## src/rtl/aes_pkg.sv

```systemverilog
// Shared types and constants for the AES-256 CTR framer: block/key sizes, FSM state type, popcount helper.
package aes_pkg;

  localparam int AES_BLOCK_SIZE  = 128;
  localparam int AES_KEY_LENGTH  = 256;
  localparam int IN_WIDTH        = 32;
  localparam int WORDS_PER_BLOCK = AES_BLOCK_SIZE / IN_WIDTH;

  // One-hot so each state decode is a single flop bit
  typedef enum logic [5:0] {
    ST_IDLE    = 6'b000001,
    ST_KEY_LO  = 6'b000010,
    ST_KEY_HI  = 6'b000100,
    ST_COUNTER = 6'b001000,
    ST_ACCUM   = 6'b010000,
    ST_TEXT    = 6'b100000
  } framer_state_t;

  function automatic logic [2:0] popcount4(input logic [3:0] k);
    return 3'(k[0]) + 3'(k[1]) + 3'(k[2]) + 3'(k[3]);
  endfunction

endpackage

```

## src/rtl/aes_word_packer.sv

```systemverilog
// Packs up to four 32-bit payload words into one 128-bit block with byte keep; block closes on the 4th word or tlast.
// Latency: block visible the cycle after its closing word; no backpressure of its own (writer gates wr_en).
module aes_word_packer
  import aes_pkg::*;
(
  input  logic         Clk,
  input  logic         Rst,
  input  logic         wr_en,
  input  logic [31:0]  wr_data,
  input  logic [3:0]   wr_keep,
  input  logic         wr_last,
  input  logic         clr,
  output logic [127:0] blk_data,
  output logic [15:0]  blk_keep,
  output logic         blk_last,
  output logic         blk_done
);

  logic [1:0] word_idx;

  assign blk_done = wr_en && ((word_idx == 2'(WORDS_PER_BLOCK - 1)) || wr_last);

  always_ff @(posedge Clk or posedge Rst) begin
    if (Rst) begin
      blk_data <= '0;
      blk_keep <= '0;
      blk_last <= 1'b0;
      word_idx <= '0;
    end else if (clr) begin
      blk_data <= '0;
      blk_keep <= '0;
      blk_last <= 1'b0;
      word_idx <= '0;
    end else if (wr_en) begin
      blk_data[32*word_idx +: 32] <= wr_data;
      blk_keep[4*word_idx +: 4]   <= wr_keep;
      word_idx                    <= word_idx + 2'd1;
      if (wr_last)
        blk_last <= 1'b1;
    end
  end

endmodule

```

## src/rtl/aes256_ctr_framer.sv

```systemverilog
// Feeds the AES-256 CTR core: key lo, key hi, IV, then packed 128-bit text beats; >=5 cycles per full block, output held under backpressure.
// Optional length check against Cmd_length is built when AES_FRAMER_LENGTH_CHECK_EN is defined.
module aes256_ctr_framer
  import aes_pkg::*;
#(
  parameter int IN_WIDTH = aes_pkg::IN_WIDTH
) (
  input  logic                    Clk,
  input  logic                    Rst,
  input  logic                    Cmd_valid,
  output logic                    Cmd_ready,
  input  logic [AES_KEY_LENGTH-1:0] Cmd_key,
  input  logic [AES_BLOCK_SIZE-1:0] Cmd_iv,
  input  logic                    Cmd_encrypt,
  input  logic [15:0]             Cmd_length,
  input  logic                    S_axis_tvalid,
  output logic                    S_axis_tready,
  input  logic [IN_WIDTH-1:0]     S_axis_tdata,
  input  logic [IN_WIDTH/8-1:0]   S_axis_tkeep,
  input  logic                    S_axis_tlast,
  output logic                    M_axis_tvalid,
  input  logic                    M_axis_tready,
  output logic [AES_BLOCK_SIZE-1:0] M_axis_tdata,
  output logic [15:0]             M_axis_tkeep,
  output logic                    M_axis_tlast,
  output logic                    M_axis_tuser,
  output logic                    Length_err
);

  framer_state_t state, state_nxt;

  logic [AES_KEY_LENGTH-1:0] key_q;
  logic [AES_BLOCK_SIZE-1:0] iv_q;
  logic                      enc_q;

  logic         cmd_acc;
  logic         wr_en;
  logic         clr;
  logic [127:0] blk_data;
  logic [15:0]  blk_keep;
  logic         blk_last;
  logic         blk_done;

  // Gated by Rst so no command is seen as accepted while reset is held
  assign Cmd_ready     = (state == ST_IDLE) && !Rst;
  assign S_axis_tready = (state == ST_ACCUM);
  assign cmd_acc       = Cmd_valid && Cmd_ready;
  assign wr_en         = S_axis_tvalid && S_axis_tready;

  always_ff @(posedge Clk or posedge Rst) begin
    if (Rst) begin
      state <= ST_IDLE;
      key_q <= '0;
      iv_q  <= '0;
      enc_q <= 1'b0;
    end else begin
      state <= state_nxt;
      if (cmd_acc) begin
        key_q <= Cmd_key;
        iv_q  <= Cmd_iv;
        enc_q <= Cmd_encrypt;
      end
    end
  end

  always_comb begin
    state_nxt     = state;
    M_axis_tvalid = 1'b0;
    M_axis_tdata  = '0;
    M_axis_tkeep  = '0;
    M_axis_tlast  = 1'b0;
    M_axis_tuser  = 1'b0;
    clr           = 1'b0;
    unique case (state)
      ST_IDLE: begin
        if (cmd_acc)
          state_nxt = ST_KEY_LO;
      end
      ST_KEY_LO: begin
        M_axis_tvalid = 1'b1;
        M_axis_tdata  = key_q[127:0];
        M_axis_tkeep  = 16'hFFFF;
        M_axis_tuser  = enc_q;
        if (M_axis_tready)
          state_nxt = ST_KEY_HI;
      end
      ST_KEY_HI: begin
        M_axis_tvalid = 1'b1;
        M_axis_tdata  = key_q[255:128];
        M_axis_tkeep  = 16'hFFFF;
        M_axis_tuser  = enc_q;
        if (M_axis_tready)
          state_nxt = ST_COUNTER;
      end
      ST_COUNTER: begin
        M_axis_tvalid = 1'b1;
        M_axis_tdata  = iv_q;
        M_axis_tkeep  = 16'hFFFF;
        M_axis_tuser  = enc_q;
        if (M_axis_tready)
          state_nxt = ST_ACCUM;
      end
      ST_ACCUM: begin
        if (blk_done)
          state_nxt = ST_TEXT;
      end
      ST_TEXT: begin
        M_axis_tvalid = 1'b1;
        M_axis_tdata  = blk_data;
        M_axis_tkeep  = blk_keep;
        M_axis_tlast  = blk_last;
        M_axis_tuser  = enc_q;
        if (M_axis_tready) begin
          clr       = 1'b1;
          state_nxt = blk_last ? ST_IDLE : ST_ACCUM;
        end
      end
      default: state_nxt = ST_IDLE;
    endcase
  end

  aes_word_packer u_packer (
    .Clk      (Clk),
    .Rst      (Rst),
    .wr_en    (wr_en),
    .wr_data  (S_axis_tdata),
    .wr_keep  (S_axis_tkeep),
    .wr_last  (S_axis_tlast),
    .clr      (clr),
    .blk_data (blk_data),
    .blk_keep (blk_keep),
    .blk_last (blk_last),
    .blk_done (blk_done)
  );

`ifdef AES_FRAMER_LENGTH_CHECK_EN
  logic [15:0] byte_cnt;
  logic [15:0] len_q;
  logic        len_err_q;
  logic [16:0] byte_sum;
  logic [15:0] byte_sum_sat;

  assign byte_sum     = 17'(byte_cnt) + 17'(popcount4(S_axis_tkeep));
  assign byte_sum_sat = byte_sum[16] ? 16'hFFFF : byte_sum[15:0];
  assign Length_err   = len_err_q;

  always_ff @(posedge Clk or posedge Rst) begin
    if (Rst) begin
      byte_cnt  <= '0;
      len_q     <= '0;
      len_err_q <= 1'b0;
    end else begin
      len_err_q <= wr_en && S_axis_tlast && (byte_sum_sat != len_q);
      if (cmd_acc) begin
        byte_cnt <= '0;
        len_q    <= Cmd_length;
      end else if (wr_en) begin
        byte_cnt <= byte_sum_sat;
      end
    end
  end
`else
  logic unused_cmd_length;
  assign unused_cmd_length = ^Cmd_length;
  assign Length_err        = 1'b0;
`endif

endmodule

```

## config.mk

```make
export PLATFORM = sky130hd
export DESIGN_NAME = aes256_ctr_framer
export DESIGN_NICKNAME = d
export VERILOG_FILES = /design/src/rtl/aes_pkg.sv /design/src/rtl/aes_word_packer.sv /design/src/rtl/aes256_ctr_framer.sv
export SDC_FILE = /design/constraint.sdc
export NUM_CORES = 1
export LEC_CHECK = 0
export ABC_AREA = 0
export CORE_AREA = 2 2 234 236
export CTS_CLUSTER_DIAMETER = 50
export CTS_CLUSTER_SIZE = 40
export DETAILED_ROUTE_END_ITERATION = 10
export DIE_AREA = 0 0 236 238
export GPL_TIMING_DRIVEN = 0
export PLACE_DENSITY = 0.79
export SLEW_MARGIN = 20
export SYNTH_ARGS = -nofsm -noshare
export SYNTH_HDL_FRONTEND = slang
export SYNTH_SLANG_ARGS = --single-unit
```

## constraint.sdc

```tcl
create_clock -name Clk -period 31.9 [get_ports Clk]
set_clock_uncertainty 0.05 [all_clocks]
set_input_delay 7.975 -clock Clk [delete_from_list [all_inputs] [get_ports Clk]]
set_output_delay 7.975 -clock Clk [all_outputs]
set_load 0.03 [all_outputs]
```

# After elaboration in Yosys (flattened, before gate mapping)
# Index checks and enable logic that the tools add are counted.
# classes
addsub,3
n_eq_ne,13
shifts,4
muxes,26
reduce_logical,12
# ops
cell,n
one-hot mux 128 bit (4 select lines),1
2-to-1 mux 128 bit,2
bitwise mux 128 bit,1
"variable shift 32 x 34 -> 128 bit, first input constant",1
variable part select 32 x 34 -> 128 bit,1
2-to-1 mux 6 bit,6
one-hot mux 6 bit (6 select lines),1
negation 4 -> 34 bit,1
negation 7 -> 34 bit,1
"variable shift 4 x 34 -> 16 bit, first input constant",1
variable part select 4 x 34 -> 16 bit,1
2-to-1 mux 16 bit,2
one-hot mux 16 bit (2 select lines),1
bitwise mux 16 bit,1
"inequality test 2 bit, second input constant",5
2-to-1 mux 1 bit,8
"equality test 6 x 1 -> 1 bit, second input constant",1
"equality test 6 x 2 -> 1 bit, second input constant",1
"equality test 6 x 3 -> 1 bit, second input constant",1
"equality test 6 x 4 -> 1 bit, second input constant",1
"equality test 6 x 5 -> 1 bit, second input constant",1
"equality test 6 bit, second input constant",1
AND reduction 6 bit,1
2-to-1 mux 5 bit,1
other kinds (11),16
# totals
regBits,538
inputBits,443
wordCells,66

# Longest topological paths before layout
# Gate-level depths: netlist (run 1).
# depth
word_depth,5
mapped_depth,9
mapped_depth_nobuf,6

# Cells and area by module
# From an unflattened synthesis (run 1), not the netlist that was laid out.
# unflattened
cells_unflattened,1801
area_unflattened_um2,25403.1
# modules_own_cells
mod,n_inst,cells_each,area_each_um2
aes256_ctr_framer,1,1322,19125.8
aes_word_packer,1,479,6277.3

# Worst setup path before layout (run 1)
# Ideal clock, no wire load.
# synth_timing
path_kind,input to output
start,in Rst
end,out Cmd_ready
t_arrival_ns,20.552
t_required_ns,23.875
path_slack_ns,3.323
stages,2
path_buffers,0
cell_sequence,inv_1 > and3_1
# synth_via
elab_chain_cells,2
# synth_rtl
element,line,source
start: declaration,aes256_ctr_framer.sv:9,"input logic Rst,"
zero test 1 bit (no line),--,
logical AND 1 bit,aes256_ctr_framer.sv:45,assign Cmd_ready = (state == ST_IDLE) && !Rst;
end: declaration,aes256_ctr_framer.sv:11,"output logic Cmd_ready,"
# Every way passes these cells.

# Worst setup path after layout (run 1)
# Same ends and word-level chain as after synthesis.

==> results of run 1 <==
## worst paths after layout
kind | endpoint | slack (ns) | cells after the start
worst max-delay path | Cmd_ready | 13.50 | 5
worst min-delay path | key_q[159] | 0.45 | 1
worst max register to register | iv_q[94] | 28.81 | 6
worst min register to register | key_q[159] | 0.45 | 1
max in group asynchronous | key_q[248] | 22.26 | 5
min in group asynchronous | key_q[24] | 7.80 | 2
## through the flow
| step | instances | instance area (µm²) | hold WS, ns | TNS, ns |
|---|---|---|---|---|
| after global placement | 3073 | 29700 | 0.433 | -1.63 |
| after detailed placement | 3079 | 29900 | 0.436 | 0 |
| after global routing | 3193 | 32100 | 0.462 | 0 |
| after CTS | 3188 | 32100 | 0.457 | 0 |
| final | 3197 | 32100 | 0.453 | 0 |
| after floorplan | 1803 | 23100 | 0.415 | 0 |
## power groups by stage
| stage | Combinational (W) | Clock [W] | Sequential [W] |
|---|---|---|---|
| floorplan | 0.000566 | 0 | 0.00107 |
| global placement | 0.000823 | 0 | 0.00110 |
| detailed placement | 0.000853 | 0 | 0.00112 |
| CTS | 0.000861 | 0.000769 | 0.00111 |
| global route | 0.000920 | 0.000799 | 0.00114 |
| finish | 0.000858 | 0.000761 | 0.00111 |
## cell usage after synthesis, types with 5 or more instances
| cell | count |
|---|---|
| dfrtp_1 | 537 |
| mux2_2 | 385 |
| o21ai_0 | 174 |
| inv_1 | 135 |
| a222oi_1 | 128 |
| a22o_1 | 91 |
| clkbuf_1 | 72 |
| buf_2 | 70 |
| nand3_1 | 55 |
| nand2_1 | 47 |
| a21o_1 | 16 |
| nor2_1 | 13 |
| a21oi_1 | 12 |
| nand4_1 | 8 |
| and3_1 | 5 |
## cells by family after synthesis
group,share of synthesized area
buf+inv,0.0495
simple gates,0.0348
other cells,0.000162
fa+ha+maj,0.00217
compound gates,0.141
mux,0.188
flops,0.583
xor+xnor,0.00114
## registers in the layout, summed over array words and instances, names as in the netlist
name,flops
key_q,256
iv_q,128
enc_q,1
state,6
u_packer.blk_keep,16
u_packer.blk_last,1
u_packer.word_idx,2
u_packer.blk_data,128
## final cells by class
type	count	area (µm²)
Fill cell	4136	21400
Sequential cell	538	13500
Multi-Input combinational cell	985	8490
Timing Repair Buffer	580	5910
Clock buffer	64	1540
Tap cell	696	871
Clock inverter	45	669
Buffer	145	641
Inverter	135	514
Antenna cell	9	22.5
## layer usage
metal  up-vias  share of wire  GRT usage
met5         -        0.00030          0
met4         6          0.042      0.125
met3       176          0.090     0.0743
met2       861           0.48      0.501
met1      9440           0.39      0.385
li1       7993              -          -
==> flow_summary.ini, run 1 <==
[cts]
clock_path_buffers = 3
cts.sinks = 538
holdBufCountCts = 0
cts_buffers = 59
post-cts-setup-buffer-count = 0
clk_pin_slew_worst_paths_ns = 0.06
cts_root_buf = clkbuf_16
worstSkewPairLatency_ns = 0.62
ctsResizeCount = 0
h-tree-depth = 2
cts_tree = done

[setup_path]
crit_path_end_kind = output pin
path_cells = clkdlybuf4s50_1, inv_8, buf_16, and3_1, clkdlybuf4s50_1
start_kind = primary input
path_buf_inv = 4
crit_start = Rst
slowest_stage = clkdlybuf4s50_1
critPathMaxStageDelay_ns = 0.75
critPathKind = primary input to output pin
crit_fanout = 97
crit_arrival_ns = 10.37
critPathRequiredTime_ns = 23.88
worstReg2RegStart = state[1]
cpLargestDelayFamily = buffers and inverters
cpMostUsedCell = clkdlybuf4s50_1

[sta]
setup_viol = 0
fmax_mhz = 54.4
slew_violations = 0
relSlewSlack = 0.231
min_period_ns = 18.40
finalWorstSetupSlack_ns = 13.50
rsz0062_at_grt = false
final-hold-violation-count = 0
layout_worst_path_cycle_share = 0.577
tightest_slew_ns = 1.15

[layout]
layout_common_cells = clkdlybuf4s50_1, dfrtp_1, mux2_2, o21ai_0, inv_1
syn2layout_area_growth_pct = 39.1
nets = 2891
finish.utilization = 0.600
layout-drive-gt1-share = 0.234
final_common_cell = clkdlybuf4s50_1

[floorplan]
dieArea_um2 = 56200
chipWidth_um = 236
ios = 593
start_util = 0.432
core_area_um2 = 53500
rows = 85
die_y_um = 238

[global_route]
antenna_found_initial = 9
grt-ovfl-total = 0
grt_pass1_wl_um = 126000
globalRouteTotalUtil = 0.304
grt_pass1_vias = 19396
grt_start_max_net_pins = 110

[run_status]
status = complete, no violations

[yosys]
synth_area_um2 = 23100
synth_seq_cells = 538
synth_fp_nets = 2250
ys_async_sr_fraction = 1.00
synth_area_leader_cell = dfrtp_1
ys_seq_area_frac = 0.583
synth_cell_types = 51
synth_flop_cell = dfrtp_1
syn_avg_cell_area_um2 = 12.8
synth-edff-count = 0
yosys-top-cells-area = dfrtp_1, mux2_2, a222oi_1, o21ai_0, a22o_1
yosysWarnings = 0
synth_top_area_frac = 0.582
synthCells = 1803

[route]
postRouteAntennaNets = 0
firstDrtPassIters = 10
post-route-drc-count = 0
post_drt_wl_per_cell_um = 26.9
wl_um = 86100
drt_iter0_drc = 1873
via_count = 18476
routed_via_density = 5.78

[pwr]
clock_power_share = 0.279
irDropWorstVdd_uv = 57.6
share_seq_of_total_power = 0.407
combPwrFrac = 0.314
powerDensity_nw_per_um2 = 85.0
p_leak_nw = 14.1
p_switching_w = 0.000910
p_total_w = 0.00273
internal_power_w = 0.00182
swShare = 0.333

[placement]
gp_congestion = 0.875
port_buffers = 574
place_hpwl_um = 63300
pre_cts_ws_ns = 13.43

[worst_hold_path]
hold_start = key_q[159]
min_path_type = register to register

[flow_run]
cap_violations = 0
No activity file was read; power rests on OpenSTA's default activity.
==> run 2: changes to the inputs <==
Clock period 31.9 ns to 17.25 ns, I/O delays scaled along.
==> run 2 against run 1 <==
  * Power is 87% higher
  * Clock-buffer cell count up 4
  * Clock power increased by 92%
  * Non-clock buffer count rose by 13
  * Routed wire length grew 0.42%
  * Setup slack worse by 7.4 ns
  * Register-to-register slack lost 15 ns
  * Global-route usage increased by 0.15 points
  * Cell count rose by 0.47%
  * Critical path depth is 2 higher
  * Critical path type unchanged
==> flow_summary.ini, run 2 (synthesized netlist as in run 1, its figures left out) <==
[cts]
holdBufCountCts = 0
h-tree-depth = 2
ctsResizeCount = 0
clock_path_buffers = 3
cts_tree = done
clk_pin_slew_worst_paths_ns = 0.07
cts.sinks = 538
cts_buffers = 61
post-cts-setup-buffer-count = 0
cts_root_buf = clkbuf_16
worstSkewPairLatency_ns = 0.63

[route]
post_drt_wl_per_cell_um = 26.9
wl_um = 86500
firstDrtPassIters = 11
postRouteAntennaNets = 0
drt_iter0_drc = 1925
post-route-drc-count = 0
via_count = 18612
routed_via_density = 5.79

[sta]
tightest_slew_ns = 0.918
rsz0062_at_grt = false
fmax_mhz = 89.8
min_period_ns = 11.14
final-hold-violation-count = 0
relSlewSlack = 0.388
setup_viol = 0
setup_tns_ns = 0
slew_violations = 0
layout_worst_path_cycle_share = 0.646

[layout]
multi_input_area_um2 = 8490
layout-drive-gt1-share = 0.241
ff_latch_area_um2 = 13500
final_common_cell = clkdlybuf4s50_1
syn2layout_area_growth_pct = 40.5
largest_reg_flops = 256
regMostFlops = key_q
layout_common_cells = clkdlybuf4s50_1, dfrtp_1, mux2_2, o21ai_0, inv_1
largest_registers = key_q x256, iv_q x128, u_packer.blk_data x128
fillCellCount = 4120
finish.utilization = 0.607
nets = 2906

[global_route]
globalRouteTotalUtil = 0.305
grt_start_max_net_pins = 37
antenna_found_initial = 9
use_met1 = 0.390
grt-ovfl-total = 0
grt_pass1_wl_um = 126000
grt_pass1_vias = 19485
met3_usage = 0.0766
met2_usage = 0.500
grt-busiest-layer = met2

[setup_path]
critPathRequiredTime_ns = 12.89
worstReg2RegStart = u_packer.word_idx[0]
regToRegSetupSlack_ns = 14.21
start_kind = primary input
r2r-end = u_packer.blk_data[18]
critPathKind = primary input to output pin
crit_path_end_kind = output pin
crit_fanout = 24
crit_start = Rst
reg2reg_depth = 8
cp-endpoint = Cmd_ready
crit_arrival_ns = 6.77

[pwr]
p_total_w = 0.00511
p_leak_nw = 14.2
powerDensity_nw_per_um2 = 158
irDropWorstVdd_uv = 117

[floorplan]
dieArea_um2 = 56200
start_util = 0.432
rows = 85
die_y_um = 238
ios = 593
core_area_um2 = 53500
chipWidth_um = 236

[run_status]
status = complete, no violations

[worst_hold_path]
min_path_type = register to register

[placement]
place_hpwl_um = 64300
port_buffers = 574
gp_congestion = 0.906

[flow_run]
cap_violations = 0
[run 2: changes by cell type in the layout (fill, tap and decap cells not counted), moves of 4 or more]
| cell | before | now |
|---|---|---|
| clkbuf_8 | 0 | 5 |
| inv_6 | 3 | 7 |
| diode_2 | 9 | 5 |
| buf_12 | 0 | 16 |
| clkinv_8 | 11 | 5 |
| inv_8 | 10 | 14 |
[run 2: layout make-up]
type / instances / area share
antenna: 5 / 0.000386
buffer: 145 / 0.0198
clock buffer: 68 / 0.0501
clock inverter: 47 / 0.0210
inverter: 135 / 0.0157
multi-input combinational: 985 / 0.262
sequential: 538 / 0.415
tap: 696 / 0.0268
timing repair buffer: 593 / 0.189
[run 2: critical path, stage by stage]
cell and delay [ns]:
clkdlybuf4s50_1 0.54, clkinvlp_4 0.41, buf_16 0.33, buf_12 0.18, buf_12 0.18, and3_1 0.15
clkdlybuf4s50_1 0.66
[run 2: per-layer routing]
metal,routed length [µm],vias to the layer above
li1,-,8011
met1,34700,9479
met2,41200,911
met3,6940,203
met4,3580,8
met5,58,-
[run 2: power by group]
group | leakage (nW) | internal [W] | switching, W
clock network | 1.12 | 0.000827 | 0.000637
logic | 6.45 | 0.000801 | 0.000793
registers | 6.67 | 0.00177 | 0.000285
[run 2: stage by stage]
stage	setup slack (ns)	area (µm²)	cells	hold WS, ns
floorplan	-0.345	23100	1803	0.415
global placement	-4.24	29700	3073	0.433
detailed placement	6.10	30100	3092	0.438
CTS	6.09	32400	3207	0.456
global route	5.98	32400	3209	0.462
finish	6.11	32400	3212	0.454
[run 2: worst min-delay path by stage]
stage,start,end,slack (ns),depth (start not counted)
2_1_floorplan,u_packer.blk_data[53],u_packer.blk_data[53],0.41,1
3_3_place_gp,u_packer.blk_keep[2],u_packer.blk_keep[2],0.43,2
3_5_place_dp,u_packer.blk_data[52],u_packer.blk_data[52],0.44,1
4_1_cts,enc_q,enc_q,0.46,1
5_1_grt,key_q[162],key_q[162],0.46,1
6_report,enc_q,enc_q,0.45,1
